`config.mk`:
```
export PLATFORM = sky130hd
export DESIGN_NAME = fir_ctrl_regs
export DESIGN_NICKNAME = d
export VERILOG_FILES = /design/src/rtl/fir_regs_pkg.sv /design/src/rtl/fir_ctrl_regs_w1c_flag.sv /design/src/rtl/fir_ctrl_regs.sv
export SDC_FILE = /design/constraint.sdc
export NUM_CORES = 1
export LEC_CHECK = 0
export BUFFER_PORTS_ARGS = -buffer_cell sky130_fd_sc_hd__clkbuf_2
export CORE_MARGIN = 5
export CORE_UTILIZATION = 57
export CTS_CLUSTER_DIAMETER = 60
export DETAILED_ROUTE_END_ITERATION = 10
export HOLD_SLACK_MARGIN = 0.03
export MAX_ROUTING_LAYER = met4
export PLACE_DENSITY_LB_ADDON = 0.25
export SYNTH_ARGS = -nofsm -noshare
export SYNTH_HDL_FRONTEND = slang
export SYNTH_SLANG_ARGS = --single-unit
export TNS_END_PERCENT = 10
```
`constraint.sdc`:
```
create_clock -name clk_b -period 4.56 [get_ports clk_b]
set_input_delay 0.228 -clock clk_b [delete_from_list [all_inputs] [get_ports clk_b]]
set_output_delay 0.228 -clock clk_b [all_outputs]
set_load 0.02 [all_outputs]
```
`src/rtl/fir_regs_pkg.sv`:
```
// Shared register map, error bit positions and run-FSM state type for the
// FIR accelerator control/status register bank.
package fir_regs_pkg;

    localparam int REG_START   = 0;
    localparam int REG_DONE    = 1;
    localparam int REG_BUSY    = 2;
    localparam int REG_WSP     = 3;
    localparam int REG_PROBEK  = 4;
    localparam int REG_IRQ_EN  = 5;
    localparam int REG_RUN_CNT = 6;
    localparam int REG_ERR     = 7;

    localparam int ERR_BAD_CFG    = 0;
    localparam int ERR_START_BUSY = 1;
    localparam int ERR_CFG_BUSY   = 2;
    localparam int ERR_W          = 3;

    typedef enum logic [1:0] {ST_IDLE, ST_PULSE, ST_RUN} run_state_t;

endpackage

```
`src/rtl/fir_ctrl_regs_w1c_flag.sv`:
```
// Sticky status bit: set by a hardware event, cleared by software write-1,
// with the set winning when both arrive in the same cycle.
module w1c_flag (
    input  logic clk,
    input  logic srst,
    input  logic i_set,
    input  logic i_clr,
    output logic o_flag
);

    logic r_flag;

    always_ff @(posedge clk) begin
        if (srst) begin
            r_flag <= 1'b0;
        end else if (i_set) begin
            r_flag <= 1'b1;
        end else if (i_clr) begin
            r_flag <= 1'b0;
        end
    end

    assign o_flag = r_flag;

endmodule

```
`src/rtl/fir_ctrl_regs.sv`:
```
// FIR control/status register bank: start pulse, sticky DONE, config checks,
// error flags, interrupt and completed-run counter behind a small run FSM.
module fir_ctrl_regs
    import fir_regs_pkg::*;
#(
    parameter int DATA_W   = 16,
    parameter int ADDR_W   = 3,
    parameter int WSP_W    = 6,
    parameter int PROBEK_W = 14,
    parameter int MAX_WSP  = 32
) (
    input  logic                clk_b,
    input  logic                rst,
    input  logic [DATA_W-1:0]   CDC_data,
    input  logic [ADDR_W-1:0]   nr_Rejestru,
    input  logic                wr_Rej,
    output logic [DATA_W-1:0]   Rej_out,
    output logic                Start,
    input  logic                Pracuje,
    input  logic                DONE,
    output logic [WSP_W-1:0]    Ile_wsp,
    output logic [PROBEK_W-1:0] Ile_probek,
    output logic                Irq
);

    localparam int N_REGS = 1 << ADDR_W;

    run_state_t            r_state;
    logic [WSP_W-1:0]      r_ile_wsp;
    logic [PROBEK_W-1:0]   r_ile_probek;
    logic                  r_irq_en;
    logic                  r_start;
    logic                  r_irq;
    logic [DATA_W-1:0]     r_run_cnt;
    logic [DATA_W-1:0]     r_rej_out;

    logic [N_REGS-1:0]     w_sel;
    logic                  w_idle;
    logic                  w_start_req;
    logic                  w_cfg_wr;
    logic                  w_cfg_ok;
    logic                  w_start_go;
    logic                  w_run_done;
    logic                  w_done_clr;
    logic                  w_done_sticky;
    logic [ERR_W-1:0]      w_err;
    logic [ERR_W-1:0]      w_err_set;
    logic [ERR_W-1:0]      w_err_clr;
    logic [DATA_W-1:0]     w_rd_data;

    genvar gi;
    generate
        for (gi = 0; gi < N_REGS; gi++) begin : g_sel
            assign w_sel[gi] = wr_Rej && (nr_Rejestru == ADDR_W'(gi));
        end
    endgenerate

    assign w_idle      = (r_state == ST_IDLE);
    assign w_start_req = w_sel[REG_START] && CDC_data[0];
    assign w_cfg_wr    = w_sel[REG_WSP] || w_sel[REG_PROBEK] || w_sel[REG_IRQ_EN];
    assign w_cfg_ok    = (r_ile_wsp != '0) && (r_ile_probek != '0)
                         && (32'(r_ile_wsp) <= 32'(MAX_WSP));
    assign w_start_go  = w_idle && w_start_req && w_cfg_ok;
    assign w_run_done  = (r_state == ST_RUN) && DONE;
    // A fresh accepted run also retires the previous completion flag.
    assign w_done_clr  = (w_sel[REG_DONE] && CDC_data[0]) || w_start_go;

    assign w_err_set[ERR_BAD_CFG]    = w_idle && w_start_req && !w_cfg_ok;
    assign w_err_set[ERR_START_BUSY] = !w_idle && w_start_req;
    assign w_err_set[ERR_CFG_BUSY]   = !w_idle && w_cfg_wr;

    w1c_flag u_done_flag (
        .clk    (clk_b),
        .srst   (rst),
        .i_set  (w_run_done),
        .i_clr  (w_done_clr),
        .o_flag (w_done_sticky)
    );

    generate
        for (gi = 0; gi < ERR_W; gi++) begin : g_err
            assign w_err_clr[gi] = w_sel[REG_ERR] && CDC_data[gi];
            w1c_flag u_err_flag (
                .clk    (clk_b),
                .srst   (rst),
                .i_set  (w_err_set[gi]),
                .i_clr  (w_err_clr[gi]),
                .o_flag (w_err[gi])
            );
        end
    endgenerate

    always_comb begin
        w_rd_data = '0;
        case (nr_Rejestru)
            ADDR_W'(REG_START):   w_rd_data[0] = !w_idle;
            ADDR_W'(REG_DONE):    w_rd_data[0] = w_done_sticky;
            ADDR_W'(REG_BUSY):    w_rd_data[0] = Pracuje;
            ADDR_W'(REG_WSP):     w_rd_data = DATA_W'(r_ile_wsp);
            ADDR_W'(REG_PROBEK):  w_rd_data = DATA_W'(r_ile_probek);
            ADDR_W'(REG_IRQ_EN):  w_rd_data[0] = r_irq_en;
            ADDR_W'(REG_RUN_CNT): w_rd_data = r_run_cnt;
            ADDR_W'(REG_ERR):     w_rd_data[ERR_W-1:0] = w_err;
            default:              w_rd_data = '0;
        endcase
    end

    always_ff @(posedge clk_b) begin
        if (rst) begin
            r_state      <= ST_IDLE;
            r_start      <= 1'b0;
            r_ile_wsp    <= '0;
            r_ile_probek <= '0;
            r_irq_en     <= 1'b0;
            r_run_cnt    <= '0;
            r_irq        <= 1'b0;
            r_rej_out    <= '0;
        end else begin
            r_start <= 1'b0;
            case (r_state)
                ST_IDLE: begin
                    if (w_start_go) begin
                        r_state <= ST_PULSE;
                        r_start <= 1'b1;
                    end
                end
                ST_PULSE: r_state <= ST_RUN;
                ST_RUN: begin
                    if (DONE) begin
                        r_state <= ST_IDLE;
                    end
                end
                default: r_state <= ST_IDLE;
            endcase

            // Configuration is frozen while a run is in flight.
            if (w_idle) begin
                if (w_sel[REG_WSP]) begin
                    r_ile_wsp <= CDC_data[WSP_W-1:0];
                end
                if (w_sel[REG_PROBEK]) begin
                    r_ile_probek <= CDC_data[PROBEK_W-1:0];
                end
                if (w_sel[REG_IRQ_EN]) begin
                    r_irq_en <= CDC_data[0];
                end
            end

            if (w_run_done) begin
                r_run_cnt <= r_run_cnt + DATA_W'(1);
            end

            r_irq     <= w_done_sticky && r_irq_en;
            r_rej_out <= w_rd_data;
        end
    end

    assign Start      = r_start;
    assign Irq        = r_irq;
    assign Rej_out    = r_rej_out;
    assign Ile_wsp    = r_ile_wsp;
    assign Ile_probek = r_ile_probek;

endmodule

```
## Word-level counts from Yosys, hierarchy flattened

Cells that the tools add are included.

- Add/sub/neg operators: 1
- Order comparisons: 1
- Eq/ne operators: 11
- Multiplexer cells: 15
- Bitwise operators: 1
- Reduce and logical (&&, ||, !) cells: 38

Operators with widths:

| kind | number |
|---|---|
| case mux 13 bit (3 select lines) | 1 |
| logical AND 1 bit | 20 |
| adder 16 x 1 -> 16 bit (second input constant) | 1 |
| nonzero test 14 bit | 1 |
| equality test 3 bit (second input constant) | 4 |
| 2-to-1 mux 1 bit | 9 |
| case mux 1 bit (8 select lines) | 1 |
| case mux 2 bit (4 select lines) | 1 |
| AND reduction 2 bit | 4 |
| nonzero test 2 bit | 4 |
| equality test 3 x 2 -> 1 bit (second input constant) | 2 |
| <= comparator 6 bit (second input constant) | 1 |
| case mux 2 bit (3 select lines) | 1 |
| nonzero test 6 bit | 1 |
| 2-to-1 mux 2 bit | 2 |
| equality test 3 x 1 -> 1 bit (second input constant) | 1 |
| zero test 3 bit | 1 |
| logical OR 1 bit | 3 |
| equality test 2 x 1 -> 1 bit (second input constant) | 1 |
| equality test 2 bit (second input constant) | 1 |
| zero test 1 bit | 2 |
| zero test 2 bit | 1 |
| != test 2 x 1 -> 1 bit (second input constant) | 1 |
| != test 2 bit (second input constant) | 1 |
| other kinds (2) | 2 |

- Bits in registers: 61
- Input bits: 24
- Output and inout port bits: 38
- Logic and storage cells: 79

## Logic depth before layout (Yosys ltp)

Gate-level depths: netlist (run 1).

- Depth in word-level cells: 8
- Gate-level depth with buffers: 7
- Mapped depth without buffers: 5

## Modules after synthesis

A second synthesis (run 1) with hierarchy kept.

- Cells, all modules: 291
- Area total of the unflattened synthesis: 2610.0 um^2

By module, submodules not included:

| module | times used | cells an instance | area each (um^2) | sequential area each (um^2) |
|---|---|---|---|---|
| fir_ctrl_regs | 1 | 275 | 2454.9 | 1141.1 |
| w1c_flag | 4 | 4 | 38.8 | 20.0 |

## Least setup slack after synthesis (run 1)

No wires, ideal clock.

- Path kind: flip-flop to flip-flop
- From: reg r_ile_wsp[1], in the netlist Ile_wsp[1]
- To: reg g_err[0].u_err_flag.r_flag
- Setup time: 0.070 ns
- Arrival time: 1.594 ns
- Required time: 4.490 ns
- Setup slack: 2.895 ns
- Stages on the path, launching flop included: 5
- Path buffers: 0
- Clock period less this slack: 1.665 ns
- Path through: dfxtp_1 or4_1 or3_1 a31o_2 a21oi_1

- Cells in the longest elaborated chain, start to end: 6
- Elaborated cells on any way between the ends: 8
- Those cells by class: order compare (1); mux (1); reduce/logical (6)

Ends and longest elaborated chain:

| item | RTL line | source |
|---|---|---|
| start: declaration | fir_ctrl_regs.sv:29 | `logic [WSP_W-1:0] r_ile_wsp;` |
| start signal: assignment | fir_ctrl_regs.sv:139 | `r_ile_wsp <= CDC_data[WSP_W-1:0];` |
| parallel branches: the longest is 2 deep, another holds <= comparator 6 bit | -- |  |
| logical AND 1 bit (*) | fir_ctrl_regs.sv:62 | `&& (32'(r_ile_wsp) <= 32'(MAX_WSP));` |
| zero test 1 bit (*) | fir_ctrl_regs.sv:68 | `assign w_err_set[ERR_BAD_CFG] = w_idle && w_start_req && !w_cfg_ok;` |
| logical AND 1 bit (*) | fir_ctrl_regs.sv:68 |  |
| 2-to-1 mux 1 bit / nonzero test 2 bit (equally long branches) | -- |  |
| end signal: assignment | fir_ctrl_regs_w1c_flag.sv:15 | `r_flag <= 1'b0;` |
| end signal: assignment | fir_ctrl_regs_w1c_flag.sv:17 | `r_flag <= 1'b1;` |
| end signal: assignment | fir_ctrl_regs_w1c_flag.sv:19 | `r_flag <= 1'b0;` |
| end: declaration | fir_ctrl_regs_w1c_flag.sv:11 | `logic r_flag;` |

Every way passes the cells marked *.
A chain may end at the register's enable or synchronous reset.

## Worst setup path in the final report (run 1)

- From: reg r_state[1]
- To: reg r_ile_probek[5], in the netlist Ile_probek[5]

- Cells in the longest elaborated chain, start to end: 2

Ends and longest elaborated chain:

| item | RTL line | source |
|---|---|---|
| start: declaration | fir_ctrl_regs.sv:28 | `run_state_t r_state;` |
| start signal: assignment | fir_ctrl_regs.sv:110 | `r_state <= ST_IDLE;` |
| start signal: assignment | fir_ctrl_regs.sv:123 | `r_state <= ST_PULSE;` |
| start signal: assignment | fir_ctrl_regs.sv:127 | `ST_PULSE: r_state <= ST_RUN;` |
| zero test 2 bit | fir_ctrl_regs.sv:58 | `assign w_idle = (r_state == ST_IDLE);` |
| AND reduction 2 bit (no line) | -- |  |
| end signal: assignment | fir_ctrl_regs.sv:142 | `r_ile_probek <= CDC_data[PROBEK_W-1:0];` |
| end: declaration | fir_ctrl_regs.sv:30 | `logic [PROBEK_W-1:0] r_ile_probek;` |

No other way between the ends.

==> key figures, run 1 <==
Outcome
  • Outcome: finished, final reports clean

Yosys
  • Register bit total from synthesis: 61
  • Synthesized area per cell: 8.70 um2
  • Main synth FF type: dfxtp_1
  • Post-synthesis net count: 324
  • Synth warn: 0
  • Leading area contributor after synthesis: dfxtp_1
  • Mapped Area: 2600 um2
  • Yosys top cell area share: 47.0%
  • Seq/Total Area, Yosys: 47.0%
  • Synth area leaders: dfxtp_1 (47%), mux2i_1 (7.7%), nand2_1 (5.8%)
  • Post-synth cell types: 48
  • Share of synthesized registers carrying an async set or reset: 0%
  • Post-synth EDFFs: 0
  • Syn Inst Count: 299

Detailed routing
  • Final WL: 6450 um
  • DRC viols: 0
  • Remaining antenna violation count: 0
  • Via density per instance: 5.83
  • WL/cell: 15.7 um
  • Total number of vias: 2390
  • First-pass iteration count of the detailed router: 4
  • 1st-iter DRT viols: 191

Floorplanning
  • Initial core utilization: 59.3%
  • Die ar.: 6010 um2
  • Core footprint: 4380 um2
  • Die height: 77.5 um
  • IO Pins: 62
  • Row cnt: 24
  • Die Wd: 77.5 um

Critical path
  • Critical-path cell list: nor4_1 > nand3_1 > nand2_1 > a21oi_1
  • Worst path max stage delay: 0.58 ns
  • Crit. End Element: flop
  • Critical path type: flop to flop
  • Crit Path Max Fanout: 14
  • Worst setup SP type: flop
  • Max stage delay cell, worst path: nor4_1
  • CP Data Arrival Time: 2.12 ns
  • Worst endpoint required time: 4.74 ns

STA
  • Tcrit/Tclk final: 42.6%
  • RSZ-0062 raised after global routing: false
  • Setup Skew: 0.00825 ns
  • Final hold violations: 0
  • Final setup viols: 0
  • Tightest Pin Transition: 1.02 ns
  • Max-slew violations: 0
  • Final Critical Period: 1.94 ns
  • Setup TNS: 0 ns
  • Worst hold margin: 0.103 ns
  • Slew headroom: 32.0%
  • Max frequency: 0.515 GHz

Cells and area
  • # diodes: 0
  • Area growth from synthesis to layout: 19.5%
  • Fill cell count: 355
  • Seq. cell area: 1220 um2
  • Share of post-route cells with drive strength above 1: 22.3%
  • Nets: 378
  • Multi-input logic area: 1280 um2

Power and ir drop
  • Pleak: 1.30 nW
  • Pwr dens: 360 nW/um2
  • Total power: 1.12 mW
  • Maximum vdd drop: 199 uV

Place
  • Final GP Congestion: 0.815
  • Post-DP HPWL: 4300 um
  • IO Port Bufs: 59

Clock tree
  • Clk buf depth: 2
  • Setup Buffers After CTS: 0
  • CTS resizes: 0
  • Clk sinks: 61
  • Clock slew at reported path FFs: 0.07 ns
  • Clk Latency, worst-skew pair: 0.34 ns
  • Hold buffers post-CTS: 0
  • H-tree depth: 3
  • Root buf cell: clkbuf_8
  • Clock tree from TritonCTS: yes
  • Num CTS Buffers: 9

GRT
  • First-pass GRT wire length: 10700 um
  • Gr usage total: 22.9%
  • Vias in the first global route: 2235
  • Largest net degree at the start of global routing: 51
  • Initial antenna violation count: 0
  • GRT overflow: 0

Run
  • Max-cap viol count: 0

Hold path
  • Hold Path Class: input pin to flop
## cells in the final DEF, fill, tap and decap left out, types with 8 or more instances in the layout
master,count
dfxtp_1,61
clkbuf_2,59
nand2_1,40
nor2_1,38
a21oi_1,21
mux2i_1,20
clkbuf_8,12
nor3_1,10
inv_1,9
xnor2_1,9
nand3_1,9
nor4_1,8
## Yosys cell counts (2+ instances only)
cell        n
a21o_1      2
nor4_1      8
nor2_1     38
xnor2_1     9
or4_1       3
nor2b_1     5
nand4_1     5
a22oi_1     3
mux2i_1    20
and3_1      2
a32o_1      2
dfxtp_1    61
o21ai_0     3
o31ai_1     3
a22o_1      2
inv_1       9
clkbuf_1   13
nor3_1     10
buf_2       2
a21oi_1    21
o2bb2ai_1   2
nand2_1    40
or3_1       2
nand3_1     9
nand4b_1    2
## worst max-delay path, delay by kind of cell, from the launching register on
family | cells | cell delay (ns)
flops | 1 | 0.37
simple gates | 3 | 1.34
compound gates | 1 | 0.08
## through the flow
stage | instance area (um2) | setup slack (ns) | instances | utilization, %
CTS | 3110 | 2.66 | 410 | 70.9
floorplan | 2600 | 2.90 | 299 | -
global placement | 2900 | 2.43 | 394 | 66.1
global route | 3110 | 2.36 | 410 | 70.9
detailed placement | 2900 | 2.35 | 394 | 66.1
finish | 3110 | 2.62 | 410 | 70.9
## worst paths after layout
path / end / slack [ns] / start / cells past startpoint
worst max-delay path: Ile_probek[5] / 2.62 / r_state[1] / 4
worst min-delay path: Ile_probek[11] / 0.10 / CDC_data[11] / 3
worst max register to register: Ile_probek[5] / 2.62 / r_state[1] / 4
worst min register to register: Rej_out[15] / 0.46 / r_run_cnt[15] / 2
## layout make-up
| type | count | area share, % |
|---|---|---|
| Clock buffer | 13 | 5.43 |
| Multi-Input combinational cell | 213 | 41.2 |
| Clock inverter | 3 | 1.37 |
| Sequential cell | 61 | 39.3 |
| Timing Repair Buffer | 59 | 9.50 |
| Inverter | 9 | 1.09 |
| Tap cell | 52 | 2.09 |
## per-layer routing
layer / vias to the layer above / track usage (%) / wire length [um]
li1: 1158 / - / -
met1: 1131 / 29.8 / 3010
met2: 91 / 34.2 / 2950
met3: 10 / 5.67 / 377
met4: 0 / 8.76 / 114
met5: - / - / 0
## sequential cells by signal, indices dropped and copies added, names as in the netlist
| register | cells |
|---|---|
| r_irq_en | 1 |
| Start | 1 |
| Ile_wsp | 6 |
| Rej_out | 16 |
| Irq | 1 |
| g_err.u_err_flag.o_flag | 3 |
| r_state | 2 |
| r_run_cnt | 16 |
| u_done_flag.o_flag | 1 |
| Ile_probek | 14 |
## cells by family (layout without fill, tap and decap cells)
logic type,Yosys count,count (layout),synth area share (%)
and+or+nand+nor,135,135,25.7
DFF,61,61,47.0
AOI/OAI and AO/OA,46,46,11.6
buffers and inverters,25,84,3.75
muxes,21,21,8.13
xor gates and xnor gates,10,10,3.37
adders and majority gates,1,1,0.481
## power by group
| group | internal [mW] | switching, mW | total, mW |
|---|---|---|---|
| registers | 0.538 | 0.00492 | 0.543 |
| logic | 0.0232 | 0.0462 | 0.0695 |
| clock network | 0.296 | 0.209 | 0.506 |
Note: power is estimated with default switching activity, not from simulation.
==> run 2: changes to the inputs <==
--- a/config.mk
+++ b/config.mk
@@ -5,9 +5,10 @@
 export SDC_FILE = /design/constraint.sdc
 export NUM_CORES = 1
 export LEC_CHECK = 0
+export ABC_AREA = 1
 export BUFFER_PORTS_ARGS = -buffer_cell sky130_fd_sc_hd__clkbuf_2
 export CORE_MARGIN = 5
-export CORE_UTILIZATION = 57
+export CORE_UTILIZATION = 53
 export CTS_CLUSTER_DIAMETER = 60
 export DETAILED_ROUTE_END_ITERATION = 10
 export HOLD_SLACK_MARGIN = 0.03
==> constraint.sdc (replaced) <==
create_clock -name clk_b -period 1.8 [get_ports clk_b]
set_input_delay 0.09 -clock clk_b [delete_from_list [all_inputs] [get_ports clk_b]]
set_output_delay 0.09 -clock clk_b [all_outputs]
set_load 0.02 [all_outputs]
==> key figures, run 2 <==
Detailed routing
  • Final WL: 6960 um (was 6450 um)
  • DRC viols: 0 (unchanged)
  • 1st-iter DRT viols: 249 (was 191)
  • First-pass iteration count of the detailed router: 5 (was 4)
  • WL/cell: 12.8 um (was 15.7 um)
  • Via density per instance: 5.10 (was 5.83)
  • Remaining antenna violation count: 0 (unchanged)
  • Total number of vias: 2787 (was 2390)

Critical path
  • CP Data Arrival Time: 1.78 ns (was 2.12 ns)
  • Crit. End Element: flop (unchanged)
  • Critical path type: flop to flop (unchanged)
  • Worst endpoint required time: 2.07 ns (was 4.74 ns)
  • Worst setup SP type: flop (unchanged)
  • Crit Path Max Fanout: 4 (was 14)

Power and ir drop
  • Clock power share: 42.7% (was 45.2%)
  • Maximum vdd drop: 763 uV (was 199 uV)
  • Sequential power share: 49.7% (was 48.6%)
  • Pleak: 1.47 nW (was 1.30 nW)
  • Int Power: 2.12 mW (was 0.857 mW)
  • Total net switching power: 0.673 mW (was 0.260 mW)
  • Pwr dens: 825 nW/um2 (was 360 nW/um2)
  • Comb pwr share: 7.6% (was 6.2%)
  • Total power: 2.79 mW (was 1.12 mW)
  • Switching Fraction: 24.1% (was 23.3%)

Clock tree
  • H-tree depth: 3 (unchanged)
  • Clock slew at reported path FFs: 0.07 ns (about the same)
  • Clock tree from TritonCTS: yes (unchanged)
  • Setup Buffers After CTS: 0 (unchanged)
  • Root buf cell: clkbuf_8 (unchanged)
  • Clk Latency, worst-skew pair: 0.33 ns (was 0.34 ns)
  • Clk sinks: 61 (unchanged)
  • Clk buf depth: 2 (unchanged)
  • Num CTS Buffers: 9 (unchanged)

GRT
  • Initial antenna violation count: 0 (unchanged)
  • Vias in the first global route: 2688 (was 2235)
  • GRT overflow: 0 (unchanged)
  • Largest net degree at the start of global routing: 33 (was 51)
  • First-pass GRT wire length: 11600 um (was 10700 um)
  • Gr usage total: 23.2% (was 22.9%)

Hold path
  • Hold Path Class: input pin to flop (unchanged)

STA
  • RSZ-0062 raised after global routing: false (unchanged)
  • Final setup viols: 0 (unchanged)
  • Max frequency: 0.662 GHz (was 0.515 GHz)
  • Tightest Pin Transition: 0.362 ns (was 1.02 ns)
  • Max-slew violations: 0 (unchanged)
  • Setup Skew: 0.00733 ns (was 0.00825 ns)
  • Final hold violations: 0 (unchanged)
  • Setup TNS: 0 ns (unchanged)
  • Worst hold margin: 0.0450 ns (was 0.103 ns)
  • Final Critical Period: 1.51 ns (was 1.94 ns)
  • Tcrit/Tclk final: 84.0% (was 42.6%)
  • Slew headroom: 75.7% (was 32.0%)

Yosys
  • Synth area leaders: dfxtp_1 (45%), nand2_1 (14%), nor2_1 (11%) (was dfxtp_1 (47%), mux2i_1 (7.7%), nand2_1 (5.8%))
  • Post-synth cell types: 31 (was 48)
  • Commonest cells in the netlist: nand2_1 (100), nor2_1 (77), dfxtp_1 (61) (was dfxtp_1 (61), nand2_1 (40), nor2_1 (38))
  • Leading area contributor after synthesis: dfxtp_1 (unchanged)
  • Synthesized area per cell: 6.83 um2 (was 8.70 um2)
  • Synth warn: 0 (unchanged)
  • Register bit total from synthesis: 61 (unchanged)
  • Yosys top cell area share: 45.0% (was 47.0%)
  • Post-synth EDFFs: 0 (unchanged)
  • Mapped Area: 2710 um2 (was 2600 um2)
  • Syn Inst Count: 397 (was 299)
  • Seq/Total Area, Yosys: 45.0% (was 47.0%)
  • Top-count cell post-synth: nand2_1 (was dfxtp_1)
  • Main synth FF type: dfxtp_1 (unchanged)
  • Post-synthesis net count: 422 (was 324)
  • Share of synthesized registers carrying an async set or reset: 0% (unchanged)

Place
  • IO Port Bufs: 59 (unchanged)
  • Post-DP HPWL: 4970 um (was 4300 um)
  • Final GP Congestion: 0.908 (was 0.815)
  • Cells after DPL: 519 (was 394)

Cells and area
  • Most frequent cells in the layout: nand2_1 (100), nor2_1 (77), dfxtp_1 (61) (was dfxtp_1 (61), clkbuf_2 (59), nand2_1 (40))
  • Layout Cells excl Fill: 546 (was 410)
  • # diodes: 0 (unchanged)
  • Area growth from synthesis to layout: 24.7% (was 19.5%)
  • Nets: 496 (was 378)
  • Commonest non-fill, non-tap cell in the layout: nand2_1 (was dfxtp_1)
  • Share of post-route cells with drive strength above 1: 18.7% (was 22.3%)
  • Core Util, Final: 67.0% (was 70.9%)

Floorplanning
  • Initial core utilization: 53.8% (was 59.3%)
  • Die Wd: 81.5 um (was 77.5 um)
  • Row cnt: 26 (was 24)
  • Core footprint: 5040 um2 (was 4380 um2)
  • Die height: 81.5 um (was 77.5 um)
  • Die ar.: 6650 um2 (was 6010 um2)
  • IO Pins: 62 (unchanged)

Outcome
  • Outcome: finished, final reports clean (unchanged)

Run
  • Max-cap viol count: 0 (unchanged)
==> run 2: through the flow <==
step / area, um2 / worst slack [ns]
2_1_floorplan: 2710 / 0.498
3_3_place_gp: 3080 / 0.384
3_5_place_dp: 3080 / 0.367
4_1_cts: 3380 / 0.301
5_1_grt: 3380 / 0.132
6_report: 3380 / 0.289
==> run 2: area by class of cell <==
cell class / instances / area (um2)
fillers: 428 / 1660
clock inverters: 5 / 50.0
repair buffers: 77 / 458
inverters: 35 / 131
well taps: 70 / 87.6
clock buffers: 11 / 141
flip-flops and latches: 61 / 1220
multi-input cells: 287 / 1290
==> run 2: timing repair <==
| action | CTS | global route |
|---|---|---|
| setup endpoints to repair | 0 | 0 |
| gates resized for setup | 0 | 0 |
| hold buffers | 11 | 0 |
| hold endpoints to repair | 13 | 0 |
==> run 2: metal layers <==
| layer | GRT usage (%) | part of all wire, % | vias to the layer above |
|---|---|---|---|
| li1 | - | - | 1420 |
| met1 | 28.8 | 45 | 1257 |
| met2 | 37.4 | 48 | 98 |
| met3 | 5.59 | 6.2 | 12 |
| met4 | 7.09 | 1.3 | 0 |
| met5 | - | 0 | - |
==> run 2: cell families (layout without fill, tap and decap cells) <==
family / after synthesis / in the layout / synth area share (%)
XOR/XNOR: 5 / 5 / 1.62
buffers and inverters: 49 / 128 / 7.34
flip-flops: 61 / 61 / 45.0
AO/OA/AOI/OAI: 67 / 67 / 13.2
adder cells (fa/ha/maj): 1 / 1 / 0.461
AND/OR/NAND/NOR: 214 / 214 / 32.3
==> run 2: critical path: stages, from the launching register on <==
cell     delay [ns]
dfxtp_1        0.40
ha_1           0.21
inv_1          0.08
nor3_1         0.35
xor2_1         0.20
nand2_1        0.08
a21oi_1        0.13
==> run 2: final timing paths <==
check             cells after the start    startpoint           end  slack (ns)
setup / recovery                      6  r_run_cnt[0]  r_run_cnt[6]        0.29
hold / removal                        4          DONE    r_state[1]        0.05
setup reg to reg                      6  r_run_cnt[0]  r_run_cnt[6]        0.29
hold reg to reg                       2      r_irq_en           Irq        0.44
==> run 2: power groups by stage <==
stage	logic [mW]	registers (mW)	clock network, mW
after global placement	0.189	1.42	0
after global routing	0.235	1.39	1.27
after floorplan	0.0964	1.44	0
after detailed placement	0.191	1.42	0
after CTS	0.211	1.39	1.20
final	0.212	1.39	1.19
==> run 3: changes to the inputs <==
==> constraint.sdc (replaced) <==
create_clock -name clk_b -period 1.54 [get_ports clk_b]
set_input_delay 0.077 -clock clk_b [delete_from_list [all_inputs] [get_ports clk_b]]
set_output_delay 0.077 -clock clk_b [all_outputs]
set_load 0.02 [all_outputs]
==> key figures, run 3 (synthesis gave the netlist of run 2 again) <==
STA
  • Final setup viols: 0 (unchanged)
  • Slew headroom: 77.9% (was 75.7%)
  • Max frequency: 0.722 GHz (was 0.662 GHz)
  • Tcrit/Tclk final: 90.0% (was 84.0%)
  • Worst hold margin: 0.0614 ns (was 0.0450 ns)
  • Worst Setup Slack, final: 0.155 ns (was 0.289 ns)
  • Max-slew violations: 0 (unchanged)
  • Setup TNS: 0 ns (unchanged)
  • Tightest Pin Transition: 0.332 ns (was 0.362 ns)
  • Setup Skew: 0.00607 ns (was 0.00733 ns)
  • RSZ-0062 raised after global routing: false (unchanged)
  • Final hold violations: 0 (unchanged)
  • Final Critical Period: 1.39 ns (was 1.51 ns)

Critical path
  • Worst setup SP type: flop (unchanged)
  • Critical path type: flop to flop (unchanged)
  • Crit Path Max Fanout: 8 (was 4)
  • Crit. End Element: flop (unchanged)
  • CP Data Arrival Time: 1.61 ns (was 1.78 ns)
  • Worst endpoint required time: 1.76 ns (was 2.07 ns)

Detailed routing
  • First-pass iteration count of the detailed router: 4 (was 5)
  • 1st-iter DRT viols: 209 (was 249)
  • WL/cell: 12.9 um (was 12.8 um)
  • Total number of vias: 2800 (was 2787)
  • Via density per instance: 5.10 (about the same)
  • DRC viols: 0 (unchanged)
  • Remaining antenna violation count: 0 (unchanged)
  • Final WL: 7070 um (was 6960 um)

Floorplanning
  • Die height: 81.5 um (unchanged)
  • Row cnt: 26 (unchanged)
  • Die ar.: 6650 um2 (unchanged)
  • Core footprint: 5040 um2 (unchanged)
  • IO Pins: 62 (unchanged)
  • Initial core utilization: 53.8% (unchanged)
  • Die Wd: 81.5 um (unchanged)

GRT
  • Largest net degree at the start of global routing: 33 (unchanged)
  • Initial antenna violation count: 0 (unchanged)
  • First-pass GRT wire length: 11700 um (was 11600 um)
  • Vias in the first global route: 2667 (was 2688)
  • Gr usage total: 23.2% (about the same)
  • GRT overflow: 0 (unchanged)

Cells and area
  • Commonest non-fill, non-tap cell in the layout: nand2_1 (unchanged)
  • Share of post-route cells with drive strength above 1: 20.0% (was 18.7%)
  • Most frequent cells in the layout: nand2_1 (100), nor2_1 (76), dfxtp_1 (59), clkbuf_2 (59), inv_1 (32) (was nand2_1 (100), nor2_1 (77), dfxtp_1 (61))
  • Area growth from synthesis to layout: 26.7% (was 24.7%)
  • Nets: 499 (was 496)
  • # diodes: 0 (unchanged)
  • Layout Cells excl Fill: 549 (was 546)

Run
  • Max-cap viol count: 0 (unchanged)

Clock tree
  • Clk Latency, worst-skew pair: 0.34 ns (was 0.33 ns)
  • Clk buf depth: 2 (unchanged)
  • Root buf cell: clkbuf_8 (unchanged)
  • Clock slew at reported path FFs: 0.07 ns (about the same)
  • Num CTS Buffers: 9 (unchanged)
  • H-tree depth: 3 (unchanged)
  • Clk sinks: 61 (unchanged)
  • Clock tree from TritonCTS: yes (unchanged)

Place
  • Cells after DPL: 518 (was 519)
  • IO Port Bufs: 59 (unchanged)
  • Worst setup slack after placement: 0.0340 ns (was 0.367 ns)
  • Final GP Congestion: 0.919 (was 0.908)
  • Post-DP HPWL: 4940 um (was 4970 um)

Power and ir drop
  • Maximum vdd drop: 614 uV (was 763 uV)
  • Pwr dens: 981 nW/um2 (was 825 nW/um2)
  • Pleak: 1.50 nW (was 1.47 nW)

Hold path
  • Hold Path Class: input pin to flop (unchanged)

Outcome
  • Outcome: finished, final reports clean (unchanged)
-- run 3: final cells by class --
type                    count  area (um2)
fillers                   418        1610
multi-input cells         287        1300
flip-flops and latches     61        1220
repair buffers             80         483
clock buffers              12         165
inverters                  35         131
well taps                  70        87.6
clock inverters             4        45.0
-- run 3: timing repair --
action,CTS,global route
resized for setup,0,4
hold endpoints to repair,14,0
endpoints found under the setup margin,0,11
hold buffers,12,0
buffers inserted,0,3
-- run 3: path summary, 6_finish.rpt --
path | startpoint | endpoint | slack, ns | cells after the start
min | CDC_data[1] | Ile_wsp[1] | 0.06 | 3
max reg2reg | r_state[0] | Ile_wsp[0] | 0.15 | 6
max | r_state[0] | Ile_wsp[0] | 0.15 | 6
min reg2reg | r_irq_en | Irq | 0.44 | 2
-- run 3: metrics by stage --
stage	utilization, %	instance area [um2]	total power, mW
after floorplan	-	2710	1.79
after global routing	68.1	3430	3.48
after detailed placement	60.9	3070	1.88
final	68.1	3430	3.37
after CTS	67.5	3400	3.37
after global placement	60.9	3070	1.88
-- run 3: power by group --
part | switching, mW | total [mW] | internal, mW | leakage, nW
combinational | 0.156 | 0.253 | 0.0969 | 0.889
clock | 0.624 | 1.50 | 0.871 | 0.112
sequential | 0.0213 | 1.62 | 1.60 | 0.494
-- run 3: critical path: stages, from the launching register on --
cell,delay [ns]
dfxtp_1,0.31
inv_1,0.07
nand2_1,0.20
nor2_2,0.27
inv_1,0.18
o21ai_0,0.19
a21oi_1,0.06
-- run 3: per-layer routing --
metal / vias up / global-route usage (%) / wire, um
li1: 1422 / - / -
met1: 1293 / 28.9 / 3210
met2: 70 / 37.1 / 3380
met3: 15 / 3.73 / 335
met4: 0 / 10.3 / 140
met5: - / - / 0
